<file path="config.mk">
export PLATFORM = sky130hd
export DESIGN_NAME = wb_port_arbiter_flat
export DESIGN_NICKNAME = d
export VERILOG_FILES = /design/src/rtl/wb_port_arbiter_if.sv /design/src/rtl/wb_port_arbiter.sv /design/src/flat_wrapper.sv
export SDC_FILE = /design/constraint.sdc
export NUM_CORES = 1
export LEC_CHECK = 0
export ABC_AREA = 1
export ABC_CLOCK_PERIOD_IN_PS = 1000
export BUFFER_PORTS_ARGS = -buffer_cell sky130_fd_sc_hd__buf_2
export CORE_MARGIN = 5
export CORE_UTILIZATION = 41
export CTS_BUF_LIST = sky130_fd_sc_hd__clkbuf_8
export CTS_CLUSTER_DIAMETER = 200
export DETAILED_ROUTE_END_ITERATION = 7
export GPL_ROUTABILITY_DRIVEN = 0
export GPL_TIMING_DRIVEN = 1
export PLACE_DENSITY = 0.78
export SYNTH_ARGS = -nofsm -noshare
export SYNTH_HDL_FRONTEND = slang
export SYNTH_SLANG_ARGS = --single-unit
</file>
<file path="constraint.sdc">
create_clock -name clk -period 1 [get_ports clk]
set_input_delay 0.05 -clock clk [delete_from_list [all_inputs] [get_ports clk]]
set_output_delay 0.05 -clock clk [all_outputs]
set_load 0.02 [all_outputs]
</file>
<file path="src/rtl/wb_port_arbiter_if.sv">
// Bundle of the two requester channels, the shared write-mux select and the
// registered write-port output of wb_port_arbiter.
interface wb_port_arbiter_if;
  logic       req1_valid;
  logic [7:0] req1_data;
  logic [2:0] req1_addr;
  logic       req1_ready;

  logic       req2_valid;
  logic [7:0] req2_data;
  logic [2:0] req2_addr;
  logic       req2_ready;

  logic       sel;

  logic       out_valid;
  logic [7:0] out_data;
  logic [2:0] out_addr;
  logic       out_src;
  logic       out_ready;

  // Requesters and the register file side.
  modport master (
    output req1_valid, req1_data, req1_addr,
    input  req1_ready,
    output req2_valid, req2_data, req2_addr,
    input  req2_ready,
    input  sel,
    input  out_valid, out_data, out_addr, out_src,
    output out_ready
  );

  // The arbiter itself.
  modport slave (
    input  req1_valid, req1_data, req1_addr,
    output req1_ready,
    input  req2_valid, req2_data, req2_addr,
    output req2_ready,
    output sel,
    output out_valid, out_data, out_addr, out_src,
    input  out_ready
  );
endinterface

</file>
<file path="src/rtl/wb_port_arbiter.sv">
// Two-requester write-port arbiter with a one-entry registered output stage.
// Define WB_ARB_ROUND_ROBIN_EN for round-robin conflict resolution; otherwise requester 2 always wins.
module wb_port_arbiter (
  input  logic               clk,
  input  logic               rst,
  wb_port_arbiter_if.slave   bus
);

  logic       out_valid_q, out_valid_d;
  logic [7:0] out_data_q,  out_data_d;
  logic [2:0] out_addr_q,  out_addr_d;
  logic       out_src_q,   out_src_d;

  logic       load;
  logic       prefer2;
  logic       grant1, grant2;
  logic       ready1, ready2;
  logic       xfer;

`ifdef WB_ARB_ROUND_ROBIN_EN
  // rr_ptr_q = 1 means requester 2 is preferred on the next conflict.
  logic rr_ptr_q, rr_ptr_d;
  assign prefer2 = rr_ptr_q;
`else
  assign prefer2 = 1'b1;
`endif

  always_comb begin
    grant1 = bus.req1_valid & ~(bus.req2_valid & prefer2);
    grant2 = bus.req2_valid & (~bus.req1_valid | prefer2);
  end

  // Readys are held low during reset so no requester sees a phantom transfer.
  assign load   = ~out_valid_q | bus.out_ready;
  assign ready1 = grant1 & load & ~rst;
  assign ready2 = grant2 & load & ~rst;
  assign xfer   = ready1 | ready2;

  always_comb begin
    // NOTE: every comb output gets a default first so no latch is inferred.
    out_valid_d = out_valid_q;
    out_data_d  = out_data_q;
    out_addr_d  = out_addr_q;
    out_src_d   = out_src_q;
    if (xfer) begin
      out_valid_d = 1'b1;
      out_data_d  = grant2 ? bus.req2_data : bus.req1_data;
      out_addr_d  = grant2 ? bus.req2_addr : bus.req1_addr;
      out_src_d   = grant2;
    end else if (load) begin
      out_valid_d = 1'b0;
    end
  end

`ifdef WB_ARB_ROUND_ROBIN_EN
  // After serving requester 1 prefer requester 2, and vice versa.
  always_comb begin
    rr_ptr_d = rr_ptr_q;
    if (xfer) rr_ptr_d = ready1;
  end

  always_ff @(posedge clk or posedge rst) begin
    if (rst) rr_ptr_q <= 1'b0;
    else     rr_ptr_q <= rr_ptr_d;
  end
`endif

  // NOTE: sequential state uses non-blocking assignments, and every flop here
  // is reset because the output register is observable immediately after reset.
  always_ff @(posedge clk or posedge rst) begin
    if (rst) begin
      out_valid_q <= 1'b0;
      out_data_q  <= 8'h00;
      out_addr_q  <= 3'd0;
      out_src_q   <= 1'b0;
    end else begin
      out_valid_q <= out_valid_d;
      out_data_q  <= out_data_d;
      out_addr_q  <= out_addr_d;
      out_src_q   <= out_src_d;
    end
  end

  assign bus.req1_ready = ready1;
  assign bus.req2_ready = ready2;
  assign bus.sel        = grant2;
  assign bus.out_valid  = out_valid_q;
  assign bus.out_data   = out_data_q;
  assign bus.out_addr   = out_addr_q;
  assign bus.out_src    = out_src_q;

  a_one_ready : assert property (@(posedge clk) disable iff (rst) !(ready1 && ready2))
    else $error("both readys high");

  a_stall_hold : assert property (@(posedge clk) disable iff (rst)
      (out_valid_q && !bus.out_ready) |=> (out_valid_q && $stable(out_data_q) &&
                                           $stable(out_addr_q) && $stable(out_src_q)))
    else $error("output changed under backpressure");

endmodule
</file>
<file path="src/flat_wrapper.sv">
// flat-port wrapper written by rule: the top's interface ports become plain ports
module wb_port_arbiter_flat 
  (clk, rst, bus_req1_valid, bus_req1_data, bus_req1_addr, bus_req1_ready, bus_req2_valid, bus_req2_data, bus_req2_addr, bus_req2_ready, bus_sel, bus_out_valid, bus_out_data, bus_out_addr, bus_out_src, bus_out_ready);
  wb_port_arbiter_if bus_i ();
  input  logic clk;
  input  logic rst;
  input wire logic [$bits(bus_i.req1_valid)-1:0] bus_req1_valid;
  input wire logic [$bits(bus_i.req1_data)-1:0] bus_req1_data;
  input wire logic [$bits(bus_i.req1_addr)-1:0] bus_req1_addr;
  output wire logic [$bits(bus_i.req1_ready)-1:0] bus_req1_ready;
  input wire logic [$bits(bus_i.req2_valid)-1:0] bus_req2_valid;
  input wire logic [$bits(bus_i.req2_data)-1:0] bus_req2_data;
  input wire logic [$bits(bus_i.req2_addr)-1:0] bus_req2_addr;
  output wire logic [$bits(bus_i.req2_ready)-1:0] bus_req2_ready;
  output wire logic [$bits(bus_i.sel)-1:0] bus_sel;
  output wire logic [$bits(bus_i.out_valid)-1:0] bus_out_valid;
  output wire logic [$bits(bus_i.out_data)-1:0] bus_out_data;
  output wire logic [$bits(bus_i.out_addr)-1:0] bus_out_addr;
  output wire logic [$bits(bus_i.out_src)-1:0] bus_out_src;
  input wire logic [$bits(bus_i.out_ready)-1:0] bus_out_ready;
  assign bus_i.req1_valid = bus_req1_valid;
  assign bus_i.req1_data = bus_req1_data;
  assign bus_i.req1_addr = bus_req1_addr;
  assign bus_req1_ready = bus_i.req1_ready;
  assign bus_i.req2_valid = bus_req2_valid;
  assign bus_i.req2_data = bus_req2_data;
  assign bus_i.req2_addr = bus_req2_addr;
  assign bus_req2_ready = bus_i.req2_ready;
  assign bus_sel = bus_i.sel;
  assign bus_out_valid = bus_i.out_valid;
  assign bus_out_data = bus_i.out_data;
  assign bus_out_addr = bus_i.out_addr;
  assign bus_out_src = bus_i.out_src;
  assign bus_i.out_ready = bus_out_ready;
  wb_port_arbiter u_core (.clk(clk), .rst(rst), .bus(bus_i));
endmodule
</file>
==> metrics.txt <==
status=finished with violations; failing checks=negative setup slack; Total Nets Final=176; Worst EP arrival=a little over 1000 ps; Cell Rows=15; Tmin final=1080 ps; initial antenna violation count=0; Synth top cells by count=nand2_1, dfrtp_1, nand3_1, o211ai_1, inv_1; vias per cell=around 4.6; Max Cap Viol=0; Skew-Pair Late Insertion Delay=240 ps; hold crit path type=in -> reg; Layout Cells excl Fill=between 150 and 200; Critical Path Start Type=register; aggregate routed wire length=2000 um; num ports=43; fill cell total of the finished layout=163; pwr dens=around 1500 nW/um^2; TritonCTS clock tree=done; HPWL after DPL=between 1500 and 2000 um; clk sinks=13; clk slew on worst S/H paths=50 ps; fraction of layout cells with a size suffix above 1=around 47%; gr usage total=15.5%; final number of setup-violating endpoints=13; Pre-antenna DRT Iters=4; Crit. End Element=output port; Yosys top cell by area=dfrtp_1; EDFF count, synth=0; top-area cell type share of the netlist area=41.5%; first-pass GRT wire length=3260 um; VDD IR max=0.000625 V; hold_ws=139 ps; Rel. slew slack=80.6%; Max Slew Vio Count=0; pin count of the biggest net entering global routing=15; die height=53.7 um; starting DRC count in detailed routing=8; GRT Residual Overflow=0; post-placement cell area=about 1000 sq um; period utilization=108%; Post-Syn Instances=102; critical path peak fanout=3; Slew @ Worst Pin=roughly 290 ps; Area Growth Syn to Fin=46.3%; critical-path cell list=nand2_4 -> nand3_4 -> inv_2 -> buf_6; CTS H-tree depth=1; n_diodes=0; Register Area=327 sq um; final worst slack=-75.4 ps; Seq cells post-synth=13; Routed Antenna Nets=0; Fmax=0.930 GHz; vias in the first global route=799; register area share after synthesis=between 40% and 50%; CP Class=reg -> out; crit-path max cell delay=420 ps; Synth Warn #=0; worst path required time=approximately 950 ps; main flop type after synthesis=dfrtp_1; Synthesized Nets=roughly 130; synth top area cells=dfrtp_1, nand2_1, o211ai_1; Unique masters post-synth=15; Syn Area/Cell=7.68 sq um; CTS Buf Count=3; PortBufs=42; Setup Skew=about 3.8 ps; proportion of synthesized flip-flops having asynchronous set or reset=between 90% and 100%; # placed instances=165; Final TNS setup=-273 ps; Horiz. Die Dim=53.7 um; RSZ-0062 raised after global routing=yes; Multi-input gate area=415 sq um; post-route cell area=between 1000 and 1500 sq um; DR vias=795; most frequent cell after synthesis=nand2_1; Placeable Area=1760 sq um; Starting Density=roughly 44%; Leak=~0.67 nW; Residual DRC=0; clock root cell=clkbuf_8; Longest Clk Path Bufs=2; synthesized area=783 sq um; Final Hold Viols=0; die area=2880 sq um; DR WL/cell=11.6 um; slowest CP cell=dfrtp_2
==> cells in the final DEF (no fill, tap or decap), drive strengths merged <==
cell type,count
nand2,47
o211ai,11
nand3,14
nor2,1
clkbuf,3
dfrtp,13
inv,7
a21oi,1
dlygate4sd3,1
buf,50
==> final cells by class <==
cell class	count	share of cell area [%]
Sequential cell	13	28.5
Tap cell	25	2.73
Multi-Input combinational cell	74	36.2
Inverter	6	1.97
Clock inverter	1	0.328
Timing Repair Buffer	51	26.6
Clock buffer	3	3.60
==> power breakdown <==
group	switching, mW	internal, mW	total, mW
clock network	0.173	0.270	0.444
logic	0.346	0.237	0.582
registers	0.0650	0.624	0.689
total	0.584	1.13	1.71
==> sequential cells by signal, indices dropped and copies added, names as in the netlist <==
register	cells
u_core.bus.out_valid	1
u_core.bus.out_data	8
u_core.bus.out_src	1
u_core.bus.out_addr	3
==> worst max-delay path: cells and delay by family (launching register included) <==
family	cells	cell delay [ps]
DFF	1	420
and+or+nand+nor	2	190
buffers and inverters	2	180
==> stage by stage <==
| stage | setup WS (ps) | util [%] | power [mW] |
|---|---|---|---|
| 4_1_cts | -62.2 | 64.3 | 1.73 |
| 6_report | -75.4 | 65.0 | 1.71 |
| 3_3_place_gp | 19.0 | 59.0 | 1.24 |
| 2_1_floorplan | -19.8 | - | 1.06 |
| 5_1_grt | -127 | 65.0 | 1.83 |
| 3_5_place_dp | -9.08 | 59.0 | 1.25 |
==> path summary, 6_finish.rpt <==
path | from | to | slack, ps | cells after the start
max in group asynchronous | rst | u_core.bus.out_valid$_DFFE_PP0P_ | 240 | 4
max | u_core.bus.out_valid$_DFFE_PP0P_ | bus_req1_ready | -80 | 4
min reg2reg | u_core.bus.out_src$_DFFE_PP0P_ | u_core.bus.out_src$_DFFE_PP0P_ | 490 | 2
max reg2reg | u_core.bus.out_valid$_DFFE_PP0P_ | u_core.bus.out_data[7]$_DFFE_PP0P_ | -30 | 5
min in group asynchronous | rst | u_core.bus.out_addr[1]$_DFFE_PP0P_ | 360 | 3
min | bus_req1_addr[0] | u_core.bus.out_addr[0]$_DFFE_PP0P_ | 140 | 5
==> metal layers <==
layer	wire length [um]	vias up	global-route usage [%]
met2	977	33	26.4
li1	-	421	-
met1	834	337	19.0
met3	157	4	2.77
met5	0	-	0
met4	36	0	6.38
==> logic make-up (layout without fill, tap and decap cells) <==
| kind of cell | after synthesis | after routing | share of synthesized area, % |
|---|---|---|---|
| AND/OR/NAND/NOR | 62 | 62 | 35.5 |
| buffers and inverters | 15 | 61 | 11.8 |
| AO/OA/AOI/OAI | 12 | 12 | 11.2 |
| flip-flops | 13 | 13 | 41.5 |
==> timing repair <==
item                                    in CTS  in global routing
endpoints found under the setup margin      10                 14
gates resized for setup                      7                  3
pin swaps                                    1                  1
hold endpoints to repair                    13                  0
hold buffers                                 1                  0
buffers inserted                             3                  0
Note: power is estimated with default switching activity, not from simulation.
